**config.mk**
```make
export PLATFORM = sky130hd
export DESIGN_NAME = pipeline_stage_sequencer_flat
export DESIGN_NICKNAME = d
export VERILOG_FILES = /design/src/rtl/pipe_ctrl_pkg.sv /design/src/rtl/pipeline_stage_sequencer_if.sv /design/src/rtl/pipe_sat_counter.sv /design/src/rtl/pipeline_stage_sequencer.sv /design/src/flat_wrapper.sv
export SDC_FILE = /design/constraint.sdc
export NUM_CORES = 1
export LEC_CHECK = 0
export CAP_MARGIN = 20
export CORE_ASPECT_RATIO = 2
export CORE_MARGIN = 5
export CORE_UTILIZATION = 45
export CTS_CLUSTER_DIAMETER = 100
export CTS_CLUSTER_SIZE = 40
export DETAILED_ROUTE_END_ITERATION = 8
export PLACE_DENSITY = 0.82
export SETUP_SLACK_MARGIN = 0.15
export SLEW_MARGIN = 15
export SYNTH_ARGS = -nofsm -noshare
export SYNTH_HDL_FRONTEND = slang
export SYNTH_SLANG_ARGS = --single-unit
```
**constraint.sdc**
```tcl
create_clock -name clock -period 4.8 [get_ports clock]
set_clock_uncertainty 0.05 [all_clocks]
set_input_delay 1.44 -clock clock [delete_from_list [all_inputs] [get_ports clock]]
set_output_delay 1.44 -clock clock [all_outputs]
set_load 0.1 [all_outputs]
```
**src/rtl/pipe_ctrl_pkg.sv**
```systemverilog
// Shared types for the pipeline stage sequencer: FSM states and the priority-ordered
// control rules that the run state arbitrates between.
package pipe_ctrl_pkg;

  localparam int unsigned STATE_W = 2;

  typedef enum logic [STATE_W-1:0] {
    S_RESET    = 2'd0,
    S_RUN      = 2'd1,
    S_MEM_WAIT = 2'd2,
    S_HALT     = 2'd3
  } state_e;

  // Lower value wins; RULE_NONE means the pipeline advances freely.
  typedef enum logic [2:0] {
    RULE_NONE   = 3'd0,
    RULE_MEM    = 3'd1,
    RULE_BRANCH = 3'd2,
    RULE_STALL  = 3'd3,
    RULE_JUMP   = 3'd4,
    RULE_IFETCH = 3'd5
  } rule_e;

  localparam int unsigned NUM_RULES = 5;

  function automatic rule_e pick_rule(input logic mem_hold, input logic branch_taken,
                                      input logic stall, input logic jump,
                                      input logic imem_ready);
    if (mem_hold)          return RULE_MEM;
    else if (branch_taken) return RULE_BRANCH;
    else if (stall)        return RULE_STALL;
    else if (jump)         return RULE_JUMP;
    else if (!imem_ready)  return RULE_IFETCH;
    else                   return RULE_NONE;
  endfunction

endpackage

```
**src/rtl/pipeline_stage_sequencer_if.sv**
```systemverilog
// Control bundle between the hazard/memory side of the core and the stage sequencer.
interface pipeline_stage_sequencer_if #(
  parameter int unsigned CNT_W = 32
);
  logic             w_stall;
  logic             w_branch_taken;
  logic             w_jump;
  logic             w_dmem_req;
  logic             w_dmem_ready;
  logic             w_imem_ready;
  logic             w_halt_req;
  logic             w_pc_en;
  logic             w_fd_en;
  logic             w_de_en;
  logic             w_em_en;
  logic             w_mw_en;
  logic             w_fd_flush;
  logic             w_de_bubble;
  logic             w_mw_bubble;
  logic             w_halted;
  logic             w_timeout;
  logic [CNT_W-1:0] w_stall_count;
  logic [CNT_W-1:0] w_flush_count;

  modport master (
    output w_stall, w_branch_taken, w_jump, w_dmem_req, w_dmem_ready, w_imem_ready,
           w_halt_req,
    input  w_pc_en, w_fd_en, w_de_en, w_em_en, w_mw_en, w_fd_flush, w_de_bubble,
           w_mw_bubble, w_halted, w_timeout, w_stall_count, w_flush_count
  );

  modport slave (
    input  w_stall, w_branch_taken, w_jump, w_dmem_req, w_dmem_ready, w_imem_ready,
           w_halt_req,
    output w_pc_en, w_fd_en, w_de_en, w_em_en, w_mw_en, w_fd_flush, w_de_bubble,
           w_mw_bubble, w_halted, w_timeout, w_stall_count, w_flush_count
  );
endinterface

```
**src/rtl/pipe_sat_counter.sv**
```systemverilog
// Saturating up-counter with synchronous clear; holds at all-ones.
module pipe_sat_counter #(
  parameter int unsigned W = 32
) (
  input  logic         clock,
  input  logic         reset_n,
  input  logic         inc,
  input  logic         clear,
  output logic [W-1:0] count
);

  logic [W-1:0] count_q, count_d;

  always_comb begin
    count_d = count_q;
    if (clear) begin
      count_d = '0;
    end else if (inc && (count_q != '1)) begin
      count_d = count_q + 1'b1;
    end
  end

  always_ff @(posedge clock or negedge reset_n) begin
    if (!reset_n) begin
      count_q <= '0;
    end else begin
      count_q <= count_d;
    end
  end

  assign count = count_q;

endmodule

```
**src/rtl/pipeline_stage_sequencer.sv**
```systemverilog
// Central F/D/E/M/W sequencer: arbitrates hazard, branch, jump and memory-wait requests into
// per-register enables plus flush/bubble controls, with a sticky timeout halt.
module pipeline_stage_sequencer
  import pipe_ctrl_pkg::*;
#(
  parameter int unsigned CNT_W       = 32,
  parameter int unsigned MEM_TIMEOUT = 16
) (
  input logic                   clock,
  input logic                   reset_n,
  pipeline_stage_sequencer_if.slave bus
);

  localparam int unsigned          WAIT_W    = $clog2(MEM_TIMEOUT + 1);
  localparam logic [WAIT_W-1:0]    WAIT_LAST = WAIT_W'(MEM_TIMEOUT - 1);

  state_e              state_q, state_d;
  logic [WAIT_W-1:0]   wait_cnt_q, wait_cnt_d;
  logic                timeout_q, timeout_d;
  logic                halted_q, halted_d;

  logic  pc_en, fd_en, de_en, em_en, mw_en;
  logic  fd_flush, de_bubble, mw_bubble;
  logic  stall_inc, flush_inc, cnt_clear;
  logic  mem_hold;
  rule_e rule;

  always_comb begin
    pc_en      = 1'b0;
    fd_en      = 1'b0;
    de_en      = 1'b0;
    em_en      = 1'b0;
    mw_en      = 1'b0;
    fd_flush   = 1'b0;
    de_bubble  = 1'b0;
    mw_bubble  = 1'b0;
    stall_inc  = 1'b0;
    flush_inc  = 1'b0;
    state_d    = state_q;
    wait_cnt_d = wait_cnt_q;
    timeout_d  = timeout_q;
    halted_d   = halted_q;

    // While waiting, only ready matters; the request is assumed to stay asserted.
    if (state_q == S_MEM_WAIT) begin
      mem_hold = ~bus.w_dmem_ready;
    end else begin
      mem_hold = bus.w_dmem_req & ~bus.w_dmem_ready;
    end
    rule = pick_rule(mem_hold, bus.w_branch_taken, bus.w_stall, bus.w_jump,
                     bus.w_imem_ready);

    unique case (state_q)
      S_RESET: begin
        fd_flush   = 1'b1;
        de_bubble  = 1'b1;
        mw_bubble  = 1'b1;
        wait_cnt_d = '0;
        state_d    = S_RUN;
      end

      S_RUN, S_MEM_WAIT: begin
        pc_en = 1'b1;
        fd_en = 1'b1;
        de_en = 1'b1;
        em_en = 1'b1;
        mw_en = 1'b1;
        unique case (rule)
          RULE_MEM: begin
            pc_en     = 1'b0;
            fd_en     = 1'b0;
            de_en     = 1'b0;
            em_en     = 1'b0;
            mw_bubble = 1'b1;
            stall_inc = 1'b1;
          end
          RULE_BRANCH: begin
            fd_flush  = 1'b1;
            de_bubble = 1'b1;
            flush_inc = 1'b1;
          end
          RULE_STALL: begin
            pc_en     = 1'b0;
            fd_en     = 1'b0;
            de_bubble = 1'b1;
            stall_inc = 1'b1;
          end
          RULE_JUMP: begin
            fd_flush  = 1'b1;
            flush_inc = 1'b1;
          end
          RULE_IFETCH: begin
            pc_en    = 1'b0;
            fd_flush = 1'b1;
          end
          RULE_NONE: ;
          default: ;
        endcase

        if (state_q == S_RUN) begin
          if (rule == RULE_MEM) begin
            state_d    = S_MEM_WAIT;
            wait_cnt_d = WAIT_W'(1);
          end else if (bus.w_halt_req) begin
            pc_en    = 1'b0;
            state_d  = S_HALT;
            halted_d = 1'b1;
          end
        end else if (bus.w_dmem_ready) begin
          // Release cycle: halt_req is deliberately not honoured here.
          state_d    = S_RUN;
          wait_cnt_d = '0;
        end else if (wait_cnt_q == WAIT_LAST) begin
          state_d   = S_HALT;
          halted_d  = 1'b1;
          timeout_d = 1'b1;
        end else begin
          wait_cnt_d = wait_cnt_q + 1'b1;
        end
      end

      S_HALT: ;

      default: state_d = S_RESET;
    endcase
  end

  always_ff @(posedge clock or negedge reset_n) begin
    if (!reset_n) begin
      state_q    <= S_RESET;
      wait_cnt_q <= '0;
      timeout_q  <= 1'b0;
      halted_q   <= 1'b0;
    end else begin
      state_q    <= state_d;
      wait_cnt_q <= wait_cnt_d;
      timeout_q  <= timeout_d;
      halted_q   <= halted_d;
    end
  end

  assign cnt_clear = (state_q == S_RESET);

  pipe_sat_counter #(
    .W (CNT_W)
  ) u_stall_cnt (
    .clock   (clock),
    .reset_n (reset_n),
    .inc     (stall_inc),
    .clear   (cnt_clear),
    .count   (bus.w_stall_count)
  );

  pipe_sat_counter #(
    .W (CNT_W)
  ) u_flush_cnt (
    .clock   (clock),
    .reset_n (reset_n),
    .inc     (flush_inc),
    .clear   (cnt_clear),
    .count   (bus.w_flush_count)
  );

  assign bus.w_pc_en     = pc_en;
  assign bus.w_fd_en     = fd_en;
  assign bus.w_de_en     = de_en;
  assign bus.w_em_en     = em_en;
  assign bus.w_mw_en     = mw_en;
  assign bus.w_fd_flush  = fd_flush;
  assign bus.w_de_bubble = de_bubble;
  assign bus.w_mw_bubble = mw_bubble;
  assign bus.w_halted    = halted_q;
  assign bus.w_timeout   = timeout_q;

endmodule

```
**src/flat_wrapper.sv**
```systemverilog
// flat-port wrapper written by rule: the top's interface ports become plain ports
module pipeline_stage_sequencer_flat import pipe_ctrl_pkg::*;
#(
  parameter int unsigned CNT_W       = 32,
  parameter int unsigned MEM_TIMEOUT = 16
)
  (clock, reset_n, bus_w_stall, bus_w_branch_taken, bus_w_jump, bus_w_dmem_req, bus_w_dmem_ready, bus_w_imem_ready, bus_w_halt_req, bus_w_pc_en, bus_w_fd_en, bus_w_de_en, bus_w_em_en, bus_w_mw_en, bus_w_fd_flush, bus_w_de_bubble, bus_w_mw_bubble, bus_w_halted, bus_w_timeout, bus_w_stall_count, bus_w_flush_count);
  pipeline_stage_sequencer_if #(.CNT_W(CNT_W)) bus_i ();
  input logic clock;
  input logic reset_n;
  input wire logic [$bits(bus_i.w_stall)-1:0] bus_w_stall;
  input wire logic [$bits(bus_i.w_branch_taken)-1:0] bus_w_branch_taken;
  input wire logic [$bits(bus_i.w_jump)-1:0] bus_w_jump;
  input wire logic [$bits(bus_i.w_dmem_req)-1:0] bus_w_dmem_req;
  input wire logic [$bits(bus_i.w_dmem_ready)-1:0] bus_w_dmem_ready;
  input wire logic [$bits(bus_i.w_imem_ready)-1:0] bus_w_imem_ready;
  input wire logic [$bits(bus_i.w_halt_req)-1:0] bus_w_halt_req;
  output wire logic [$bits(bus_i.w_pc_en)-1:0] bus_w_pc_en;
  output wire logic [$bits(bus_i.w_fd_en)-1:0] bus_w_fd_en;
  output wire logic [$bits(bus_i.w_de_en)-1:0] bus_w_de_en;
  output wire logic [$bits(bus_i.w_em_en)-1:0] bus_w_em_en;
  output wire logic [$bits(bus_i.w_mw_en)-1:0] bus_w_mw_en;
  output wire logic [$bits(bus_i.w_fd_flush)-1:0] bus_w_fd_flush;
  output wire logic [$bits(bus_i.w_de_bubble)-1:0] bus_w_de_bubble;
  output wire logic [$bits(bus_i.w_mw_bubble)-1:0] bus_w_mw_bubble;
  output wire logic [$bits(bus_i.w_halted)-1:0] bus_w_halted;
  output wire logic [$bits(bus_i.w_timeout)-1:0] bus_w_timeout;
  output wire logic [$bits(bus_i.w_stall_count)-1:0] bus_w_stall_count;
  output wire logic [$bits(bus_i.w_flush_count)-1:0] bus_w_flush_count;
  assign bus_i.w_stall = bus_w_stall;
  assign bus_i.w_branch_taken = bus_w_branch_taken;
  assign bus_i.w_jump = bus_w_jump;
  assign bus_i.w_dmem_req = bus_w_dmem_req;
  assign bus_i.w_dmem_ready = bus_w_dmem_ready;
  assign bus_i.w_imem_ready = bus_w_imem_ready;
  assign bus_i.w_halt_req = bus_w_halt_req;
  assign bus_w_pc_en = bus_i.w_pc_en;
  assign bus_w_fd_en = bus_i.w_fd_en;
  assign bus_w_de_en = bus_i.w_de_en;
  assign bus_w_em_en = bus_i.w_em_en;
  assign bus_w_mw_en = bus_i.w_mw_en;
  assign bus_w_fd_flush = bus_i.w_fd_flush;
  assign bus_w_de_bubble = bus_i.w_de_bubble;
  assign bus_w_mw_bubble = bus_i.w_mw_bubble;
  assign bus_w_halted = bus_i.w_halted;
  assign bus_w_timeout = bus_i.w_timeout;
  assign bus_w_stall_count = bus_i.w_stall_count;
  assign bus_w_flush_count = bus_i.w_flush_count;
  pipeline_stage_sequencer #(.CNT_W(CNT_W), .MEM_TIMEOUT(MEM_TIMEOUT)) u_core (.clock(clock), .reset_n(reset_n), .bus(bus_i));
endmodule
```
=== Word level (Yosys, flattened, before mapping) ===
Cells that the tools add are included.

* Bits in registers: 73
* Input bits: 9
* Output and inout bits: 74
* Word-level logic and storage cells: 92

* $add $sub $neg: 3
* Equality and inequality tests: 17
* Mux-type cells: 46
* Bitwise gates (word level): 3
* Reduce and logical (&&, ||, !) cells: 17

{| class="wikitable"
|+ Operator list
! operator !! number
|-
| two-way mux 32 bit || 4
|-
| adder 32 x 1 -> 32 bit, second input constant || 2
|-
| != test 32 bit, second input constant || 2
|-
| two-way mux 1 bit || 23
|-
| two-way mux 5 bit || 4
|-
| two-way mux 3 bit || 5
|-
| two-way mux 2 bit || 5
|-
| case mux 5 bit (2 select lines) || 1
|-
| nonzero test 2 bit || 4
|-
| OR reduction 2 bit || 4
|-
| equality test 3 x 2 -> 1 bit, second input constant || 2
|-
| equality test 3 bit, second input constant || 2
|-
| case mux 1 bit (2 select lines) || 3
|-
| AND reduction 3 bit || 2
|-
| OR reduction 3 bit || 2
|-
| adder 5 x 1 -> 5 bit, second input constant || 1
|-
| equality test 5 x 4 -> 1 bit, second input constant || 1
|-
| AND reduction 5 bit || 1
|-
| != test 2 bit, second input constant || 2
|-
| != test 4 x 2 -> 1 bit, second input constant || 1
|-
| != test 4 x 3 -> 1 bit, second input constant || 1
|-
| != test 4 bit, second input constant || 1
|-
| case mux 2 bit (2 select lines) || 1
|-
| AND reduction 4 bit || 1
|-
| 9 further kinds || 11
|}

=== Depth between registers and ports, before layout ===
Gate-level depths: netlist of the first run.

* Word-level depth: 12
* Gate-level depth with buffers: 9
* Mapped depth without buffers: 7

=== Modules after synthesis ===
From an unflattened synthesis of the first run, not the netlist that was laid out.

* Cell total of the unflattened synthesis: 474
* Area total of the unflattened synthesis: 4377.9 sq um

{| class="wikitable"
|+ Modules (own cells, without submodules)
! module !! times used !! cells an instance !! area each (sq um) !! seq. area each (sq um)
|-
| pipe_sat_counter (u_core.u_stall_cnt) || 1 || 198 || 1854.3 || 800.8
|-
| pipe_sat_counter (u_core.u_flush_cnt) || 1 || 194 || 1810.5 || 800.8
|-
| pipeline_stage_sequencer || 1 || 82 || 713.2 || 225.2
|}

=== Least setup slack after synthesis of the first run ===
Ideal clock, no wire load.

* Path type: reg-to-output
* From: register u_core.state_q[0]
* To: output port bus_w_de_bubble
* Data arrival time: 3.874 ns
* Required time: 3.310 ns
* Setup slack: -0.564 ns
* Stages on the path, launching flop included: 8
* Buffers on the path: 2
* Cells stage by stage: dfrtp_1 -> inv_1 -> ha_1 -> clkbuf_1 -> and2_1 -> buf_2 -> o21ai_0 -> a21oi_1

* Cells in the longest elaborated chain, start to end: 7
* Elaborated cells on any way between the ends: 11
* Those cells by class: 4 x eq/ne; 4 x mux; 3 x reduce/logical

{| class="wikitable"
|+ RTL lines
! what !! line !! RTL
|-
| start, declared || pipeline_stage_sequencer.sv:17 || <nowiki>state_e state_q, state_d;</nowiki>
|-
| start signal, assigned || pipeline_stage_sequencer.sv:135 || <nowiki>state_q <= state_d;</nowiki>
|-
| equality test 2 bit || pipeline_stage_sequencer.sv:45, pipeline_stage_sequencer.sv:53 ||
|-
| two-way mux 1 bit || pipeline_stage_sequencer.sv:45 || <nowiki>if (state_q == S_MEM_WAIT) begin</nowiki>
|-
| two-way mux 3 bit || pipe_ctrl_pkg.sv:29 || <nowiki>if (mem_hold) return RULE_MEM;</nowiki>
|-
| equality test 3 x 2 -> 1 bit || pipeline_stage_sequencer.sv:68 || <nowiki>unique case (rule)</nowiki>
|-
| OR reduction 2 bit (no line) || -- ||
|-
| two-way mux 1 bit || pipeline_stage_sequencer.sv:68 ||
|-
| case mux 1 bit (2 select lines) (*) || pipeline_stage_sequencer.sv:53 || <nowiki>unique case (state_q)</nowiki>
|-
| end, declared || flat_wrapper.sv:24 || <nowiki>output wire logic [$bits(bus_i.w_de_bubble)-1:0] bus_w_de_bubble;</nowiki>
|}

Every way passes the cells marked *; elsewhere a longest branch is shown, timed or not.

=== Worst setup path in the final report of the first run ===
* From: input port bus_w_dmem_ready
* To: output port bus_w_fd_flush

* Cells in the longest elaborated chain, start to end: 8
* Elaborated cells on any way between the ends: 10
* Those cells by class: 3 x eq/ne; 4 x mux; 2 x bitwise; 1 x reduce/logical

{| class="wikitable"
|+ RTL lines
! what !! line !! RTL
|-
| start, declared || flat_wrapper.sv:15 || <nowiki>input wire logic [$bits(bus_i.w_dmem_ready)-1:0] bus_w_dmem_ready;</nowiki>
|-
| NOT 1 bit (*) || pipeline_stage_sequencer.sv:46, pipeline_stage_sequencer.sv:48 ||
|-
| AND 1 bit || pipeline_stage_sequencer.sv:48 || <nowiki>mem_hold = bus.w_dmem_req & ~bus.w_dmem_ready;</nowiki>
|-
| two-way mux 1 bit (*) || pipeline_stage_sequencer.sv:45 ||
|-
| two-way mux 3 bit (*) || pipe_ctrl_pkg.sv:29 ||
|-
| equality test 3 bit or equality test 3 x 2 -> 1 bit (tied branches) || pipeline_stage_sequencer.sv:68 ||
|-
| OR reduction 3 bit (no line) (*) || -- ||
|-
| two-way mux 1 bit (*) || pipeline_stage_sequencer.sv:68 ||
|-
| case mux 1 bit (2 select lines) (*) || pipeline_stage_sequencer.sv:53 ||
|-
| end, declared || flat_wrapper.sv:23 || <nowiki>output wire logic [$bits(bus_i.w_fd_flush)-1:0] bus_w_fd_flush;</nowiki>
|}

Marked as above.

==> metrics.txt, run 1 <==
initial antenna violation count 0; Slowest-stage cell, CP clkdlybuf4s50_1; post-synthesis cell type with the largest combined area dfrtp_1; post-synthesis sequential area ratio 42.3%; final hold violations 0; Post-synth EDFFs 0; share of layout cells above drive strength 1 9.06%; DRT Pass-1 Iters 5; max cap viols 0; TritonCTS clock tree built; Sw Ratio 44.6%; Core ar. 0.00938 mm^2; FF-to-FF setup slack 1.94 ns; synth warn 0; status completed; Leak 0.00220 uW; CP Cell Sequence clkdlybuf4s50_1, o21bai_1, and2_1, o21ai_0, a21oi_4, buf_12; Routed Antenna Nets 0; pin count of the biggest net entering global routing 71; largest family of logic cells by synthesized area simple AND/OR/NAND/NOR gates; Hold Path Depth 1; buffer levels on the longest clock path 2; Comb pwr share 43.5%; die area 0.0118 mm^2; Hold Path Sink u_core.bus.w_halted; Crit path arrival time 2.99 ns; unrepaired setup endpoints after global routing false; period utilization 93.2%; slew of the pin with the lowest slew margin 1.01 ns; Critical Path Max Stage Delay 0.55 ns; WL/cell 17.7 um; num rows 50; Pwr Total 2490 uW; Inserted Clock Buffers 9; Initial Util 46.0%; Die Ht 148 um; I/O Pins 83; postcts setup bufs 0; CTS root buf clkbuf_16; GRT overflow 0; vias in the first global route 4245; Worst slew margin 32.3%; drt initial violations 245; global-route wire length before repair 20.1 mm; CP startpoint kind input port; Reg power frac 29.4%; Worst R2R End u_core.u_flush_cnt.count[21]; Setup TNS 0 ns; Clk pwr share 27.1%; vias per inst 6.28; min cycle time layout 4.48 ns; Post-synth ARST share 100%; Total Wirelength 11.8 mm; Min-Delay Path Class flip-flop to flip-flop; post-synthesis adder-cell area fraction 2.32%; routability congestion estimate 0.870; critical path class input port to output port; fin nets 575; endpoints failing setup 0; I/O Buffers 82; Post-synth top cells dfrtp_1 (73), a21oi_1 (56), o21ai_0 (35); Post-CTS Resized 0; Netlist cell types 55; CP endpoint kind output port; vias 4190; DR DRC count 0; dpl hpwl 8.52 mm; H-tree depth 3; Synth top area share 42.3%; Switch Pwr 1110 uW; Syn Nets 502; Pwr Density 446 mW/mm^2; max-slew violations 0; Worst path top cell family by delay buffers and inverters; total track usage 21.1%; top_reg_cell synth dfrtp_1; Post-Syn Instances 485; Buf+Inv Stages, Crit Path 2; Die Wd 79.2 um; xor and xnor fraction of the mapped netlist area 0.812%; hold_buf cts 0; CTS Sinks 73; crit path max fanout 6; Inserted Diodes 0; post-synthesis compound-gate area fraction 19.6%; Int Pwr 1380 uW; synth top area cells dfrtp_1 (42%), a21oi_1 (6.5%), or3_1 (4.6%); Max Freq 0.223 GHz; Post-Syn Area 0.00431 mm^2; Post-Synth Simple-Gate Area 28.1%; count leader, synth dfrtp_1; HP Start u_core.bus.w_halted; R2R depth 7; Mapped Avg Cell Area 8.90 um^2; Critical Path RT 3.31 ns; Area Growth Syn to Fin 29.3%; mux share of post-synthesis cell area 2.32%; RR Startpoint u_core.u_flush_cnt.count[0]; VDD IR max 0.295 mV; clock-pin slew on the worst setup and hold paths 0.06 ns; Yosys reg bits 73; Clk Latency, worst-skew pair 0.34 ns
worst register-to-register path: cells and delay by family, from the launching register on:
family        cells  cell delay (ns)
simple gates      4             1.36
flops             1             0.43
buf+inv           1             0.36
mux               1             0.32
fa+ha+maj         1             0.21
worst max path at each step:
stage	startpoint	to	slack, ns	depth (start not counted)
finish	bus_w_dmem_ready	bus_w_fd_flush	0.32	6
detailed placement	bus_w_dmem_ready	bus_w_fd_flush	0.35	6
CTS	bus_w_dmem_ready	bus_w_fd_flush	0.34	6
floorplan	u_core.state_q[0]	bus_w_de_bubble	0.007	7
global route	bus_w_dmem_ready	bus_w_fd_flush	0.23	6
global placement	bus_w_dmem_ready	bus_w_fd_flush	0.44	6
through the flow:
step / area (um^2) / hold WS [ns] / worst slack, ns / util [%] / instances
after floorplan: 4340 / 0.423 / 0.00712 / - / 485
after global placement: 5260 / 0.389 / 0.436 / 56.1 / 649
after global routing: 5580 / 0.431 / 0.231 / 59.5 / 667
after CTS: 5560 / 0.411 / 0.342 / 59.3 / 665
final: 5580 / 0.405 / 0.325 / 59.5 / 667
after detailed placement: 5260 / 0.398 / 0.346 / 56.1 / 649
placed cells by master (no fill, tap or decap), types with 17 or more instances in the layout:
master	n
clkdlybuf4s50_1	74
dfrtp_1	73
a21oi_1	53
o21ai_0	35
nand2_1	32
or3_1	32
nor2_1	31
nand3_1	24
nand4_1	17
o31ai_1	17
or4_1	17
area by class of cell:
type / instances / area, um^2
Clock buffer: 11 / 243
Clock inverter: 5 / 55.1
Fill cell: 808 / 3800
Inverter: 13 / 48.8
Multi-Input combinational cell: 371 / 2330
Sequential cell: 73 / 1830
Tap cell: 104 / 130
Timing Repair Buffer: 90 / 950
state kept, by name, summed over array words and instances (netlist names):
signal	count
u_core.bus.w_halted	1
u_core.state_q	2
u_core.bus.w_timeout	1
u_core.u_flush_cnt.count	32
u_core.u_stall_cnt.count	32
u_core.wait_cnt_q	5
routing by layer:
metal  vias up  routed length [um]  GRT usage (%)
li1       1975                   -              -
met1      2039                4300           22.6
met4         0                 534           11.7
met5         -                   0              0
met2       129                6450           37.6
met3        47                 547           4.48
power groups by stage:
| stage | clock, uW | sequential [uW] | combinational, uW |
|---|---|---|---|
| after floorplan | 0 | 970 | 526 |
| final | 675 | 733 | 1080 |
| after global placement | 0 | 738 | 1060 |
| after detailed placement | 0 | 741 | 1070 |
| after CTS | 685 | 732 | 1080 |
| after global routing | 709 | 740 | 1130 |
logic make-up after synthesis:
group           after synthesis
mux                           9
compound gates              142
buf+inv                      41
simple gates                208
xor+xnor                      4
fa+ha+maj                     8
flops                        73
(Power assumes the default switching activity.)
==> inputs of run 2 (changes only) <==
- CORE_MARGIN: 5 -> 3
==> run 2 against run 1 <==
Via count decreased by 0.53%; maximum frequency shrank 2.0%; clock-buffer cell count is 1 higher; cell area grew 1.1%; register-to-register slack lost 0.03 ns; global-route usage increased by 1.8 points; critical path depth is the same; largest cell class unchanged; highest routed layer unchanged.
==> metrics.txt, run 2 (same netlist as run 1, synthesis figures left out) <==
fin util 60.1% (+0.63 points); CP Cell Sequence clkdlybuf4s50_1, o21bai_1, and2_1, o21ai_0, a21oi_4, buf_12; share of layout cells above drive strength 1 9.07% (+0.016 points); status completed; Clk pwr share 30.9% (+3.8 points); I/O Pins 83 (unchanged); Pwr Density 462 mW/mm^2 (+3.5%); commonest non-fill, non-tap cell in the layout clkdlybuf4s50_1; hold_buf cts 0 (unchanged); clock-pin slew on the worst setup and hold paths 0.06 ns (about the same); Inserted Clock Buffers 9 (unchanged); initial antenna violation count 0 (unchanged); Inserted Diodes 0 (unchanged); DRT Pass-1 Iters 5 (unchanged); Critical Path RT 3.31 ns (about the same); Area Growth Syn to Fin 30.7%; CTS root buf clkbuf_16; Worst path top cell family by delay buffers and inverters; Die Wd 75.2 um (-5.0%); TritonCTS clock tree built; pin count of the biggest net entering global routing 51 (-28%); global-route wire length before repair 19.6 mm (-2.7%); met1 Use GR 26.6% (+3.9 points); CP endpoint kind output port; Hold Path Depth 1 (unchanged); drt initial violations 314 (+28%); met3 GRT Util 4.94% (+0.46 points); vias in the first global route 4099 (-3.4%); filler instances 818 (+1.2%); GRT overflow 0 (unchanged); H-tree depth 3 (unchanged); Min-Delay Path Class flip-flop to flip-flop; WHS 0.406 ns (+0.000957 ns); Int Pwr 1510 uW (+9.6%); Initial Util 46.0% (unchanged); final hold violations 0 (unchanged); most frequent cells in the layout clkdlybuf4s50_1 (74), dfrtp_1 (73), a21oi_1 (53), o21ai_0 (35); Critical Path Max Stage Delay 0.56 ns (about the same); slew of the pin with the lowest slew margin 1.05 ns (+0.0403 ns); Slowest-stage cell, CP clkdlybuf4s50_1; area of the multi-input gates 0.00233 mm^2 (unchanged); Max Freq 0.219 GHz (-2.0%); M2 GR Usage 39.7% (+2.1 points); num rows 50 (unchanged); Comb pwr share 41.1% (-2.4 points); dpl hpwl 8.38 mm (-1.6%); max cap viols 0 (unchanged); die area 0.0109 mm^2 (-7.6%); total track usage 22.9% (+1.8 points); Post-CTS Resized 0 (unchanged); Register Area 0.00183 mm^2 (unchanged); WP depth 6 (unchanged); Final Cell Area 0.00564 mm^2 (+1.1%); Switch Pwr 1090 uW (-1.5%); max-slew violations 0 (unchanged); Setup TNS 0 ns (unchanged); CTS Sinks 73 (unchanged); Clk Latency, worst-skew pair 0.33 ns (about the same); critical path class input port to output port; Pwr Total 2610 uW (+4.6%); Buf+Inv Stages, Crit Path 2 (unchanged); Reg power frac 27.9% (-1.5 points); WL/cell 17.6 um (-0.71%); Total Wirelength 11.7 mm (-0.86%); vias per inst 6.26 (-0.38%); endpoints failing setup 0 (unchanged); buffer levels on the longest clock path 2 (unchanged); DR DRC count 0 (unchanged); Die Ht 144 um (-2.7%); crit path max fanout 6 (unchanged); Core ar. 0.00938 mm^2 (unchanged); period utilization 95.2% (+1.9 points); postcts setup bufs 0 (unchanged); routability congestion estimate 0.879 (+1.0%); Worst slew margin 29.4% (-2.9 points); Sw Ratio 42.0% (-2.6 points); Crit path arrival time 3.08 ns (+0.09 ns); CP startpoint kind input port; gr busiest metal met2; min cycle time layout 4.57 ns (+0.0922 ns); unrepaired setup endpoints after global routing false; R2R depth 7 (unchanged); Routed Antenna Nets 0 (unchanged); VDD IR max 0.465 mV (+58%); fin nets 574 (-0.17%); I/O Buffers 82 (unchanged); Leak 0.00222 uW (+1.3%); vias 4168 (-0.53%); dpl cell area 0.00526 mm^2 (unchanged)
==> run 2: power groups by stage <==
stage / sequential [uW] / combinational (uW) / clock, uW
finish: 728 / 1070 / 806
global route: 737 / 1130 / 844
CTS: 727 / 1070 / 818
detailed placement: 737 / 1070 / 0
global placement: 733 / 1050 / 0
floorplan: 970 / 526 / 0
==> run 2: area by class of cell <==
type / count / share of cell area, %
Inverter: 13 / 0.866
Clock buffer: 12 / 4.73
Sequential cell: 73 / 32.4
Multi-Input combinational cell: 371 / 41.3
Clock inverter: 4 / 1.73
Tap cell: 104 / 2.31
Timing Repair Buffer: 89 / 16.7
==> run 2: worst paths after layout <==
kind                                              from                           end  slack, ns
min                                u_core.bus.w_halted           u_core.bus.w_halted       0.41
min reg2reg                        u_core.bus.w_halted           u_core.bus.w_halted       0.41
max                                   bus_w_dmem_ready                bus_w_fd_flush       0.23
max reg2reg                u_core.u_flush_cnt.count[0]  u_core.u_flush_cnt.count[29]       1.91
max in group asynchronous                      reset_n  u_core.u_stall_cnt.count[16]       2.61
min in group asynchronous                      reset_n   u_core.u_flush_cnt.count[7]       1.03
==> run 2: worst reg2reg max path: cells and delay by family, from the launching register on <==
kind	cells	cell delay, ns
compound gates	1	0.17
fa+ha+maj	1	0.20
buf+inv	1	0.32
flops	1	0.43
simple gates	4	1.61
==> run 2: metrics by stage <==
| step | setup slack, ns | instances |
|---|---|---|
| 2_1_floorplan | 0.00712 | 485 |
| 3_3_place_gp | 0.326 | 649 |
| 3_5_place_dp | 0.262 | 649 |
| 4_1_cts | 0.264 | 665 |
| 5_1_grt | 0.150 | 666 |
| 6_report | 0.232 | 666 |
==> run 2: routing by layer <==
metal | share of wire (%) | wire length (um) | vias to the layer above
met5 | 0 | 0 | -
met4 | 2.8 | 328 | 0
met3 | 4.9 | 572 | 26
met2 | 55 | 6480 | 139
met1 | 37 | 4350 | 2042
li1 | - | - | 1961
